==> config.mk <==
export PLATFORM = sky130hd
export DESIGN_NAME = mac_array_ctrl
export DESIGN_NICKNAME = d
export VERILOG_FILES = /design/src/rtl/mac_array_ctrl.sv
export SDC_FILE = /design/constraint.sdc
export NUM_CORES = 1
export LEC_CHECK = 0
export CAP_MARGIN = 25
export CORE_MARGIN = 4
export CORE_UTILIZATION = 40
export DETAILED_ROUTE_END_ITERATION = 12
export GPL_ROUTABILITY_DRIVEN = 0
export PLACE_DENSITY = 0.81
export SLEW_MARGIN = 30
export SYNTH_ARGS = -nofsm -noshare
export SYNTH_HDL_FRONTEND = slang
export SYNTH_SLANG_ARGS = --single-unit
==> constraint.sdc <==
create_clock -name clk_i -period 7.9 [get_ports clk_i]
set_input_delay 1.58 -clock clk_i [delete_from_list [all_inputs] [get_ports clk_i]]
set_output_delay 1.58 -clock clk_i [all_outputs]
set_load 0.02 [all_outputs]
==> src/rtl/mac_array_ctrl.sv <==
// mac_array_ctrl: job sequencer for the mac_array systolic datapath.
// Accepts a job (start_i/k_len_i), clears the array for one cycle, streams
// K operand beats from an upstream valid/ready source onto the array feed
// ports, waits DRAIN_CYCLES for the systolic drain, then holds res_valid_o
// until res_ready_i.
// Ports:
//   clk_i, rst_i                 clock, async active-high reset
//   start_i, k_len_i, abort_i    job control
//   a_data_i, b_data_i           upstream operand vectors
//   op_valid_i / op_ready_o      upstream beat handshake
//   array_a_o, array_b_o         registered operand feed to the array
//   feed_a_valid_o, feed_b_valid_o  registered feed valids
//   a_clr_o, b_clr_o, acc_clr_o  array clears (asserted in CLEAR)
//   res_valid_o / res_ready_i    result handshake
//   busy_o, done_o               status, done_o is a one-cycle pulse
module mac_array_ctrl #(
   parameter int unsigned DATA_WIDTH   = 16,
   parameter int unsigned M_ROWS       = 5,
   parameter int unsigned N_COLS       = M_ROWS,
   parameter int unsigned K_WIDTH      = 8,
   parameter int unsigned DRAIN_CYCLES = M_ROWS + N_COLS
) (
   input  logic                         clk_i,
   input  logic                         rst_i,
   input  logic                         start_i,
   input  logic [K_WIDTH-1:0]           k_len_i,
   input  logic                         abort_i,
   input  logic [M_ROWS*DATA_WIDTH-1:0] a_data_i,
   input  logic [N_COLS*DATA_WIDTH-1:0] b_data_i,
   input  logic                         op_valid_i,
   output logic                         op_ready_o,
   output logic [M_ROWS*DATA_WIDTH-1:0] array_a_o,
   output logic [N_COLS*DATA_WIDTH-1:0] array_b_o,
   output logic                         feed_a_valid_o,
   output logic                         feed_b_valid_o,
   output logic                         a_clr_o,
   output logic                         b_clr_o,
   output logic                         acc_clr_o,
   output logic                         res_valid_o,
   input  logic                         res_ready_i,
   output logic                         busy_o,
   output logic                         done_o
);

   localparam int unsigned A_W = M_ROWS * DATA_WIDTH;
   localparam int unsigned B_W = N_COLS * DATA_WIDTH;
   localparam int unsigned D_W = (DRAIN_CYCLES > 1) ? $clog2(DRAIN_CYCLES) : 1;

   localparam logic [2:0] S_IDLE   = 3'd0;
   localparam logic [2:0] S_CLEAR  = 3'd1;
   localparam logic [2:0] S_FEED   = 3'd2;
   localparam logic [2:0] S_DRAIN  = 3'd3;
   localparam logic [2:0] S_RESULT = 3'd4;

   logic [2:0]         state_q, state_d;
   logic [K_WIDTH-1:0] k_len_q, k_len_d;
   logic [K_WIDTH-1:0] beat_cnt_q, beat_cnt_d;
   logic [D_W-1:0]     drain_cnt_q, drain_cnt_d;
   logic [A_W-1:0]     a_q, a_d;
   logic [B_W-1:0]     b_q, b_d;
   logic               fv_q, fv_d;
   logic               done_q, done_d;
   logic               accept;

   // Moore decode; ready is additionally gated so an aborting cycle takes no beat
   assign op_ready_o  = (state_q == S_FEED) && !abort_i;
   assign a_clr_o     = (state_q == S_CLEAR);
   assign b_clr_o     = (state_q == S_CLEAR);
   assign acc_clr_o   = (state_q == S_CLEAR);
   assign res_valid_o = (state_q == S_RESULT);
   assign busy_o      = (state_q != S_IDLE);
   assign accept      = op_ready_o && op_valid_i;

   assign array_a_o      = a_q;
   assign array_b_o      = b_q;
   assign feed_a_valid_o = fv_q;
   assign feed_b_valid_o = fv_q;
   assign done_o         = done_q;

   // State and datapath registers
   always_ff @(posedge clk_i or posedge rst_i) begin
      if (rst_i) begin
         state_q     <= S_IDLE;
         k_len_q     <= '0;
         beat_cnt_q  <= '0;
         drain_cnt_q <= '0;
         a_q         <= '0;
         b_q         <= '0;
         fv_q        <= 1'b0;
         done_q      <= 1'b0;
      end else begin
         state_q     <= state_d;
         k_len_q     <= k_len_d;
         beat_cnt_q  <= beat_cnt_d;
         drain_cnt_q <= drain_cnt_d;
         a_q         <= a_d;
         b_q         <= b_d;
         fv_q        <= fv_d;
         done_q      <= done_d;
      end
   end

   // Next-state and registered-output logic
   always_comb begin
      state_d     = state_q;
      k_len_d     = k_len_q;
      beat_cnt_d  = beat_cnt_q;
      drain_cnt_d = drain_cnt_q;
      a_d         = '0;
      b_d         = '0;
      fv_d        = 1'b0;
      done_d      = 1'b0;

      case (state_q)
         S_IDLE: begin
            // abort wins over a coincident start
            if (start_i && (k_len_i != '0) && !abort_i) begin
               k_len_d    = k_len_i;
               beat_cnt_d = '0;
               state_d    = S_CLEAR;
            end
         end
         S_CLEAR: begin
            state_d = S_FEED;
         end
         S_FEED: begin
            if (accept) begin
               a_d        = a_data_i;
               b_d        = b_data_i;
               fv_d       = 1'b1;
               beat_cnt_d = K_WIDTH'(beat_cnt_q + K_WIDTH'(1));
               // compare against k-1 so a 2^K-1 beat job never wraps the counter
               if (beat_cnt_q == K_WIDTH'(k_len_q - K_WIDTH'(1))) begin
                  beat_cnt_d  = '0;
                  drain_cnt_d = '0;
                  state_d     = S_DRAIN;
               end
            end
         end
         S_DRAIN: begin
            if (drain_cnt_q == D_W'(DRAIN_CYCLES - 1)) begin
               drain_cnt_d = '0;
               state_d     = S_RESULT;
            end else begin
               drain_cnt_d = D_W'(drain_cnt_q + D_W'(1));
            end
         end
         S_RESULT: begin
            if (res_ready_i) begin
               done_d  = 1'b1;
               state_d = S_IDLE;
            end
         end
         default: begin
            state_d = S_IDLE;
         end
      endcase

      // Abort overrides everything outside IDLE
      if (abort_i && (state_q != S_IDLE)) begin
         state_d     = S_IDLE;
         beat_cnt_d  = '0;
         drain_cnt_d = '0;
         a_d         = '0;
         b_d         = '0;
         fv_d        = 1'b0;
         done_d      = 1'b0;
      end
   end

endmodule

==> results.py, run 1 <==
metrics = {
    "power_and_ir_drop": {
        "p_leak_uw": 0.00544,
        "swShare": 0.284,
        "p_clk_frac": 0.353,
        "p_int_uw": 1870,
        "pwr-share-comb": 0.234,
        "vdd_drop_max_mv": 0.148,
        "switching_power_uw": 741,
        "share_seq_of_total_power": 0.413,
        "powerDensity_nw_per_um2": 239,
    },
    "synth": {
        "yosysSeqAreaShare": 0.691,
        "async_reset_ff_frac": 1.00,
        "syn_area_sq_um": 6700,
        "syn_inst": 520,
        "synth-seq-cells": 185,
        "ys.warnings.count": 0,
        "syn_avg_cell_area_sq_um": 12.9,
        "syn_nets": 698,
        "synth_cell_types": 50,
        "synth_edf_count": 0,
        "synthFlopType": "dfrtp_1",
    },
    "timing": {
        "slew_headroom": 0.450,
        "setup_viol": 0,
        "clock.fmax_mhz": 191,
        "tightestPinTransition_ns": 0.825,
        "fin_skew_ns": 0.0146,
        "fin_crit_ns": 5.22,
        "finalHoldViolCount": 0,
        "rsz0062_at_grt": "false",
        "fin_tns_setup_ns": 0,
        "slew_viol_final": 0,
        "fin_crit_sh": 0.661,
    },
    "clocking": {
        "clock_latency_ns": 0.43,
        "ctsHoldBuffers": 0,
        "clockBufferDepth": 2,
        "htree_num_levels": 4,
        "cts_resized": 0,
        "clk_transition_reported_paths_ns": 0.07,
        "cts_tree": "built",
        "cts_sinks": 185,
        "cts_made_buffers": 17,
        "cts-root-buf": "clkbuf_16",
        "cts_setup_buffers": 0,
    },
    "critical_path": {
        "worstSetupPathType": "in2out",
        "crit_top_cell": "clkdlybuf4s50_1",
        "r2r-start": "state_q[2]",
        "cp_top_family": "buffers and inverters",
        "crit_required_ns": 6.32,
        "r2r-end": "array_b_o[75]",
        "worstPathArrival_ns": 3.64,
        "endpoint": "op_ready_o",
        "startpoint_type": "input port",
        "cp.depth": 4,
        "cp-end-kind": "output pin",
        "setup.worst_path.start": "abort_i",
        "timing.critical_path.slowest_cell_delay_ns": 0.73,
        "critPathSlowestCell": "clkdlybuf4s50_1",
        "r2r_cells": 4,
        "rrSetupSlack_ns": 5.48,
        "crit_fanout": 74,
        "path_buf_inv": 3,
        "path_cells": "clkdlybuf4s50_1 > inv_1 > and3_4 > clkdlybuf4s50_1",
    },
    "die": {
        "dieHeight_microns": 137,
        "die_x_microns": 137,
        "dieArea_sq_um": 18900,
        "io_pins": 343,
        "fp.coreArea_sq_um": 16500,
        "initial_core_util": 0.405,
        "row_count": 47,
    },
    "route": {
        "finalWirelength_microns": 19800,
        "drt-vias-per-instance": 4.80,
        "drc": 0,
        "vias": 5170,
        "ant_nets": 0,
        "dr.pass1.iters": 4,
        "initialDrtViolationCount": 204,
        "wl_per_cell_microns": 18.4,
    },
    "global_routing": {
        "grt_pass1_vias": 4970,
        "antenna_found_initial": 1,
        "grt_pass1_wl_microns": 28500,
        "grt_max_degree": 111,
        "grtUsageTotal": 0.202,
        "grt.overflow.total": 0,
    },
    "placed_design": {
        "hpwlAfterDp_microns": 14600,
        "port_buffers": 342,
        "placed_area_sq_um": 10300,
    },
    "finish": {
        "multi_input_comb_area_sq_um": 1850,
        "layout.nets": 1020,
        "finalInstanceArea_sq_um": 10900,
        "fillers": 1216,
        "drive_above_1_share": 0.0655,
        "synthToLayoutAreaGrowth_pct": 62.9,
        "register_area_sq_um": 4630,
    },
    "run": {
        "maxCapViolCount": 0,
    },
    "hold_path": {
        "hp-class": "reg2reg",
    },
    "run_status": {
        "status": "completed",
    },
}
power by group through the flow:
stage	Clock [uW]	Combinational [uW]	Sequential, uW
after floorplan	0	304	1140
after global placement	0	605	1090
after detailed placement	0	615	1100
after CTS	940	616	1080
after global routing	978	662	1090
final	922	612	1080
through the flow:
stage                     std cells  worst slack [ns]  total power, uW  utilization  hold slack (ns)
after floorplan                 520              1.29             1440            -            0.495
after global placement         1043              2.67             1700        0.621            0.520
after detailed placement       1043              2.66             1710        0.621            0.523
after CTS                      1075              2.66             2630        0.660            0.541
after global routing           1076              2.58             2730        0.660            0.563
final                          1076              2.68             2610        0.660            0.537
cell usage after synthesis, types with 3 or more instances:
cell      instances  area, sq um
dfrtp_1         185         4630
and3_1          163         1020
clkbuf_1         39          146
nand2_1          18         67.6
inv_1            13         48.8
nor2_1           11         41.3
mux2_2            9          101
xnor2_1           7         61.3
nor3_1            6         30.0
a21oi_1           5         25.0
ha_1              4         50.1
nand3_1           4         20.0
or3_1             4         25.0
a21o_1            3         22.5
buf_4             3         22.5
o21ai_0           3         15.0
worst register-to-register path, cell delays in order (launching register included):
cell and delay [ns]:
dfrtp_1 0.44, nor2_1 0.22, and3_4 0.66, buf_4 0.70, and3_1 0.34
worst min-delay path by stage:
stage / depth (start not counted) / slack (ns) / start / endpoint
2_1_floorplan: 1 / 0.50 / drain_cnt_q[2] / drain_cnt_q[2]
3_3_place_gp: 1 / 0.52 / drain_cnt_q[3] / drain_cnt_q[3]
3_5_place_dp: 1 / 0.52 / drain_cnt_q[3] / drain_cnt_q[3]
4_1_cts: 1 / 0.54 / drain_cnt_q[3] / drain_cnt_q[3]
5_1_grt: 1 / 0.56 / drain_cnt_q[2] / drain_cnt_q[2]
6_report: 1 / 0.54 / drain_cnt_q[3] / drain_cnt_q[3]
state kept, by name, summed over array words and instances (netlist names):
name	flops
beat_cnt_q	8
done_o	1
k_len_q	8
feed_a_valid_o	1
drain_cnt_q	4
state_q	3
array_a_o	80
array_b_o	80
layout make-up:
cell class | count | share of cell area
multi-input cells | 279 | 0.170
well taps | 220 | 0.0252
inverters | 13 | 0.00516
repair buffers | 346 | 0.317
diodes | 1 | 0.000229
clock buffers | 18 | 0.0393
clock inverters | 14 | 0.0195
flip-flops and latches | 185 | 0.424
metal layers:
layer,global-route usage,part of all wire
met1,0.232,0.37
met3,0.0807,0.093
met2,0.340,0.51
met4,0.0748,0.025
met5,0,0
cell usage in the layout (no fill, tap or decap), drive strengths merged, types with 2 or more instances in the layout:
cell type      synthesis  layout
nor2                  12      12
a211o                  2       2
nand2                 18      18
or2                    2       2
a31oi                  2       2
clkinv                 0       4
o31ai                  2       2
a21o                   3       3
a21oi                  5       5
nand3                  4       4
inv                   13      19
clkbuf                40      18
o311ai                 2       2
nor3                   7       7
o2111ai                2       2
dfrtp                185     185
o21ai                  5       5
bufinv                 0       4
o2bb2ai                2       2
and2                   2       2
or3                    4       4
nand4b                 2       2
xnor2                  7       7
and3                 163     163
mux2                   9       9
ha                     4       4
buf                    3       5
clkdlybuf4s50          0     341
nor4                   2       2
nand2b                 2       2
cell families after synthesis:
| group | after synthesis | synth area share |
|---|---|---|
| compound gates | 33 | 0.0400 |
| mux | 9 | 0.0151 |
| simple gates | 225 | 0.203 |
| fa+ha+maj | 4 | 0.00747 |
| flops | 185 | 0.691 |
| xor+xnor | 8 | 0.0105 |
| buf+inv | 56 | 0.0333 |
(Power assumes the default switching activity.)
==> run 2, diff against run 1 <==
- CORE_UTILIZATION: 40 -> 36
- PLACE_DENSITY: 0.81 -> 0.77
- clock period: 7.9 -> 4.6 ns (I/O delays scaled with it)
==> results.py, run 2 (same netlist as run 1, synthesis figures left out) <==
metrics = {
    "critical_path": {
        "r2r_cells": 8,
        "worstPathArrival_ns": 2.49,
        "crit_required_ns": 3.68,
        "worstSetupPathType": "in2out",
        "crit_fanout": 6,
        "cp-end-kind": "output pin",
        "startpoint_type": "input port",
    },
    "timing": {
        "fin_crit_sh": 0.741,
        "fin_tns_setup_ns": 0,
        "slew_viol_final": 0,
        "fin_crit_ns": 3.41,
        "fin_skew_ns": 0.00697,
        "setup_slack_ns": 1.19,
        "setup_viol": 0,
        "rsz0062_at_grt": "false",
        "slew_headroom": 0.412,
        "finalHoldViolCount": 0,
        "tightestPinTransition_ns": 0.882,
        "clock.fmax_mhz": 293,
    },
    "power_and_ir_drop": {
        "powerDensity_nw_per_um2": 397,
        "p_leak_uw": 0.00542,
        "p_clk_frac": 0.327,
        "switching_power_uw": 1300,
        "share_seq_of_total_power": 0.429,
        "pwr-share-comb": 0.244,
        "p_int_uw": 3020,
        "swShare": 0.302,
        "vdd_drop_max_mv": 0.237,
        "power_uw": 4320,
    },
    "route": {
        "vias": 5190,
        "drc": 0,
        "drt-vias-per-instance": 4.76,
        "finalWirelength_microns": 19800,
        "wl_per_cell_microns": 18.1,
        "initialDrtViolationCount": 240,
        "ant_nets": 0,
        "dr.pass1.iters": 6,
    },
    "clocking": {
        "cts_tree": "built",
        "cts_made_buffers": 17,
        "cts_sinks": 185,
        "cts_setup_buffers": 0,
        "clk_transition_reported_paths_ns": 0.07,
        "clock_latency_ns": 0.43,
        "cts_resized": 0,
        "cts-root-buf": "clkbuf_16",
        "htree_num_levels": 4,
        "ctsHoldBuffers": 0,
        "clockBufferDepth": 2,
    },
    "die": {
        "fp.coreArea_sq_um": 18100,
        "dieArea_sq_um": 20900,
        "die_x_microns": 144,
        "initial_core_util": 0.369,
        "dieHeight_microns": 144,
        "io_pins": 343,
        "row_count": 49,
    },
    "finish": {
        "utilization": 0.601,
        "synthToLayoutAreaGrowth_pct": 62.7,
        "fillers": 1477,
        "layout.nets": 1024,
        "layoutNonFillerInstCount": 1091,
        "mostFrequentLayoutCell": "clkdlybuf4s50_1",
        "mostFrequentLayoutCells": "clkdlybuf4s50_1, dfrtp_1, and3_1",
        "drive_above_1_share": 0.0710,
    },
    "placed_design": {
        "port_buffers": 342,
        "dp_slack_ns": 1.19,
        "place_inst": 1056,
        "hpwlAfterDp_microns": 14500,
    },
    "global_routing": {
        "grt_pass1_wl_microns": 29100,
        "grt_pass1_vias": 5304,
        "grtUsageTotal": 0.184,
        "grt.overflow.total": 0,
        "grt_max_degree": 105,
        "antenna_found_initial": 5,
    },
    "hold_path": {
        "hp-class": "reg2reg",
        "worst_hold_path.num_cells": 1,
    },
    "run_status": {
        "status": "completed",
    },
    "run": {
        "maxCapViolCount": 0,
    },
}
run 2: changes by cell type in the layout (fill, tap and decap cells not counted), sizes merged:
cell	delta
clkinvlp	+3
inv	+2
buf	+4
clkinv	-1
diode	+2
bufinv	-4
run 2: cell type report:
cell class | count | area (sq um) | share of cell area
Sequential cell | 185 | 4630 | 0.425
Multi-Input combinational cell | 279 | 1850 | 0.170
Tap cell | 229 | 287 | 0.0263
Clock buffer | 18 | 439 | 0.0403
Timing Repair Buffer | 350 | 3510 | 0.322
Antenna cell | 3 | 7.51 | 0.000689
Clock inverter | 14 | 126 | 0.0116
Inverter | 13 | 52.6 | 0.00482
run 2: worst paths after layout:
check | slack (ns) | end | startpoint
max in group asynchronous | 2.72 | array_a_o[45] | rst_i
min in group asynchronous | 0.89 | array_b_o[50] | rst_i
worst min register to register | 0.54 | k_len_q[7] | k_len_q[7]
worst max register to register | 2.23 | k_len_q[1] | drain_cnt_q[1]
worst min-delay path | 0.54 | k_len_q[7] | k_len_q[7]
worst max-delay path | 1.19 | op_ready_o | abort_i
run 2: critical path: stages:
cell and delay, ns:
clkdlybuf4s50_1 0.50, inv_1 0.19, and3_4 0.26, clkdlybuf4s50_1 0.61
run 2: power groups by stage:
stage,Clock [uW],Combinational [uW],Sequential (uW)
floorplan,0,522,1960
global placement,0,1040,1880
detailed placement,0,1060,1890
CTS,1450,1070,1860
global route,1520,1150,1870
finish,1410,1060,1850
run 2: routing by layer:
layer | up-vias | part of all wire | global-route usage
li1 | 2451 | - | -
met2 | 250 | 0.49 | 0.301
met4 | 2 | 0.023 | 0.0874
met3 | 28 | 0.11 | 0.0843
met5 | - | 0.00066 | 0
met1 | 2459 | 0.37 | 0.205
run 2: per-stage QoR:
step / hold WS (ns) / area [sq um]
2_1_floorplan: 0.495 / 6700
3_3_place_gp: 0.514 / 10300
3_5_place_dp: 0.524 / 10300
4_1_cts: 0.540 / 10900
5_1_grt: 0.569 / 10900
6_report: 0.537 / 10900
==> run 3, diff against run 2 <==
- clock period: 4.6 -> 2.73 ns (I/O delays scaled with it)
==> results.py, run 3 (same netlist as run 1, synthesis figures left out) <==
metrics = {
    "run_status": {
        "status": "completed",
    },
    "critical_path": {
        "crit_required_ns": 2.18,
        "startpoint_type": "input port",
        "worstSetupPathType": "in2out",
        "worstPathArrival_ns": 2.04,
        "r2r_cells": 9,
        "cp-end-kind": "output pin",
        "crit_fanout": 6,
        "rrSetupSlack_ns": 0.43,
    },
    "route": {
        "initialDrtViolationCount": 239,
        "ant_nets": 0,
        "drt-vias-per-instance": 4.85,
        "finalWirelength_microns": 19800,
        "dr.pass1.iters": 4,
        "drc": 0,
        "wl_per_cell_microns": 18.1,
        "vias": 5292,
    },
    "global_routing": {
        "grt_max_degree": 125,
        "grt_most_used_layer": "met2",
        "grtUsageTotal": 0.178,
        "grt_pass1_vias": 5326,
        "use_met2": 0.303,
        "antenna_found_initial": 3,
        "grt_pass1_wl_microns": 28400,
        "gr-usage-met1": 0.191,
        "met3_usage": 0.0860,
        "grt.overflow.total": 0,
    },
    "timing": {
        "setup_viol": 0,
        "slew_viol_final": 0,
        "clock.fmax_mhz": 387,
        "rsz0062_at_grt": "false",
        "tightestPinTransition_ns": 0.812,
        "slew_headroom": 0.458,
        "fin_skew_ns": 0.00969,
        "fin_tns_setup_ns": 0,
        "finalHoldViolCount": 0,
        "fin_crit_sh": 0.947,
        "fin_crit_ns": 2.59,
    },
    "clocking": {
        "htree_num_levels": 4,
        "clk_transition_reported_paths_ns": 0.07,
        "cts_setup_buffers": 0,
        "cts_resized": 0,
        "cts_tree": "built",
        "cts_sinks": 185,
        "cts-root-buf": "clkbuf_16",
        "ctsHoldBuffers": 0,
        "cts_made_buffers": 17,
        "clockBufferDepth": 2,
        "clock_latency_ns": 0.42,
    },
    "placed_design": {
        "hpwlAfterDp_microns": 14800,
        "placed_area_sq_um": 10400,
        "port_buffers": 342,
    },
    "die": {
        "dieHeight_microns": 144,
        "dieArea_sq_um": 20900,
        "die_x_microns": 144,
        "row_count": 49,
        "initial_core_util": 0.369,
        "io_pins": 343,
        "fp.coreArea_sq_um": 18100,
    },
    "finish": {
        "synthToLayoutAreaGrowth_pct": 63.7,
        "register_area_sq_um": 4630,
        "drive_above_1_share": 0.0698,
        "fillers": 1475,
        "layout.nets": 1026,
        "mostFrequentLayoutCell": "clkdlybuf4s50_1",
        "mostFrequentLayoutCells": "clkdlybuf4s50_1, dfrtp_1, and3_1",
        "finalInstanceArea_sq_um": 11000,
        "multi_input_comb_area_sq_um": 1850,
    },
    "power_and_ir_drop": {
        "powerDensity_nw_per_um2": 676,
        "vdd_drop_max_mv": 0.406,
        "p_leak_uw": 0.00545,
    },
    "run": {
        "maxCapViolCount": 0,
    },
    "hold_path": {
        "hp-class": "in2reg",
        "worst_hold_path.num_cells": 3,
    },
}
## run 3: cell types whose count changed in the layout (fill, tap and decap cells not counted), sizes merged
cell,change
bufinv,+3
buf,+2
inv,-4
clkinvlp,-1
## run 3: worst paths after layout
kind                             from              to
min in group asynchronous       rst_i   array_b_o[60]
max in group asynchronous       rst_i   array_a_o[36]
setup / recovery              abort_i      op_ready_o
hold reg to reg            k_len_q[7]      k_len_q[7]
setup reg to reg           k_len_q[0]   beat_cnt_q[6]
hold / removal             op_valid_i  feed_a_valid_o
## run 3: where the power goes
part	total, uW	internal (uW)	switching [uW]
Sequential	3120	2960	160
Combinational	1790	907	888
Clock	2490	1450	1050
## run 3: stage by stage
step	power (uW)	setup slack, ns	hold WS, ns	cells	util
floorplan	4180	-0.195	0.495	520	-
global placement	4950	0.154	0.515	1058	0.571
detailed placement	4990	0.127	0.522	1058	0.571
CTS	7500	0.141	0.445	1088	0.604
global route	7750	0.0776	0.474	1091	0.604
finish	7410	0.144	0.467	1091	0.604
## run 3: routing by layer
metal | share of wire | vias up | wire length (microns)
met5 | 0 | - | 0
met4 | 0.017 | 0 | 327
met3 | 0.12 | 18 | 2310
met2 | 0.51 | 253 | 10000
met1 | 0.36 | 2569 | 7140
li1 | - | 2452 | -
## run 3: worst max-delay path, cell delays in order
cell	delay [ns]
clkdlybuf4s50_1	0.42
inv_1	0.17
and3_4	0.23
clkdlybuf4s50_1	0.67
## run 3: final cells by class
cell class | count | share of cell area
Clock buffer | 18 | 0.0391
Timing Repair Buffer | 352 | 0.323
Antenna cell | 3 | 0.000685
Multi-Input combinational cell | 279 | 0.169
Tap cell | 229 | 0.0261
Sequential cell | 185 | 0.422
Clock inverter | 12 | 0.0148
Inverter | 13 | 0.00479
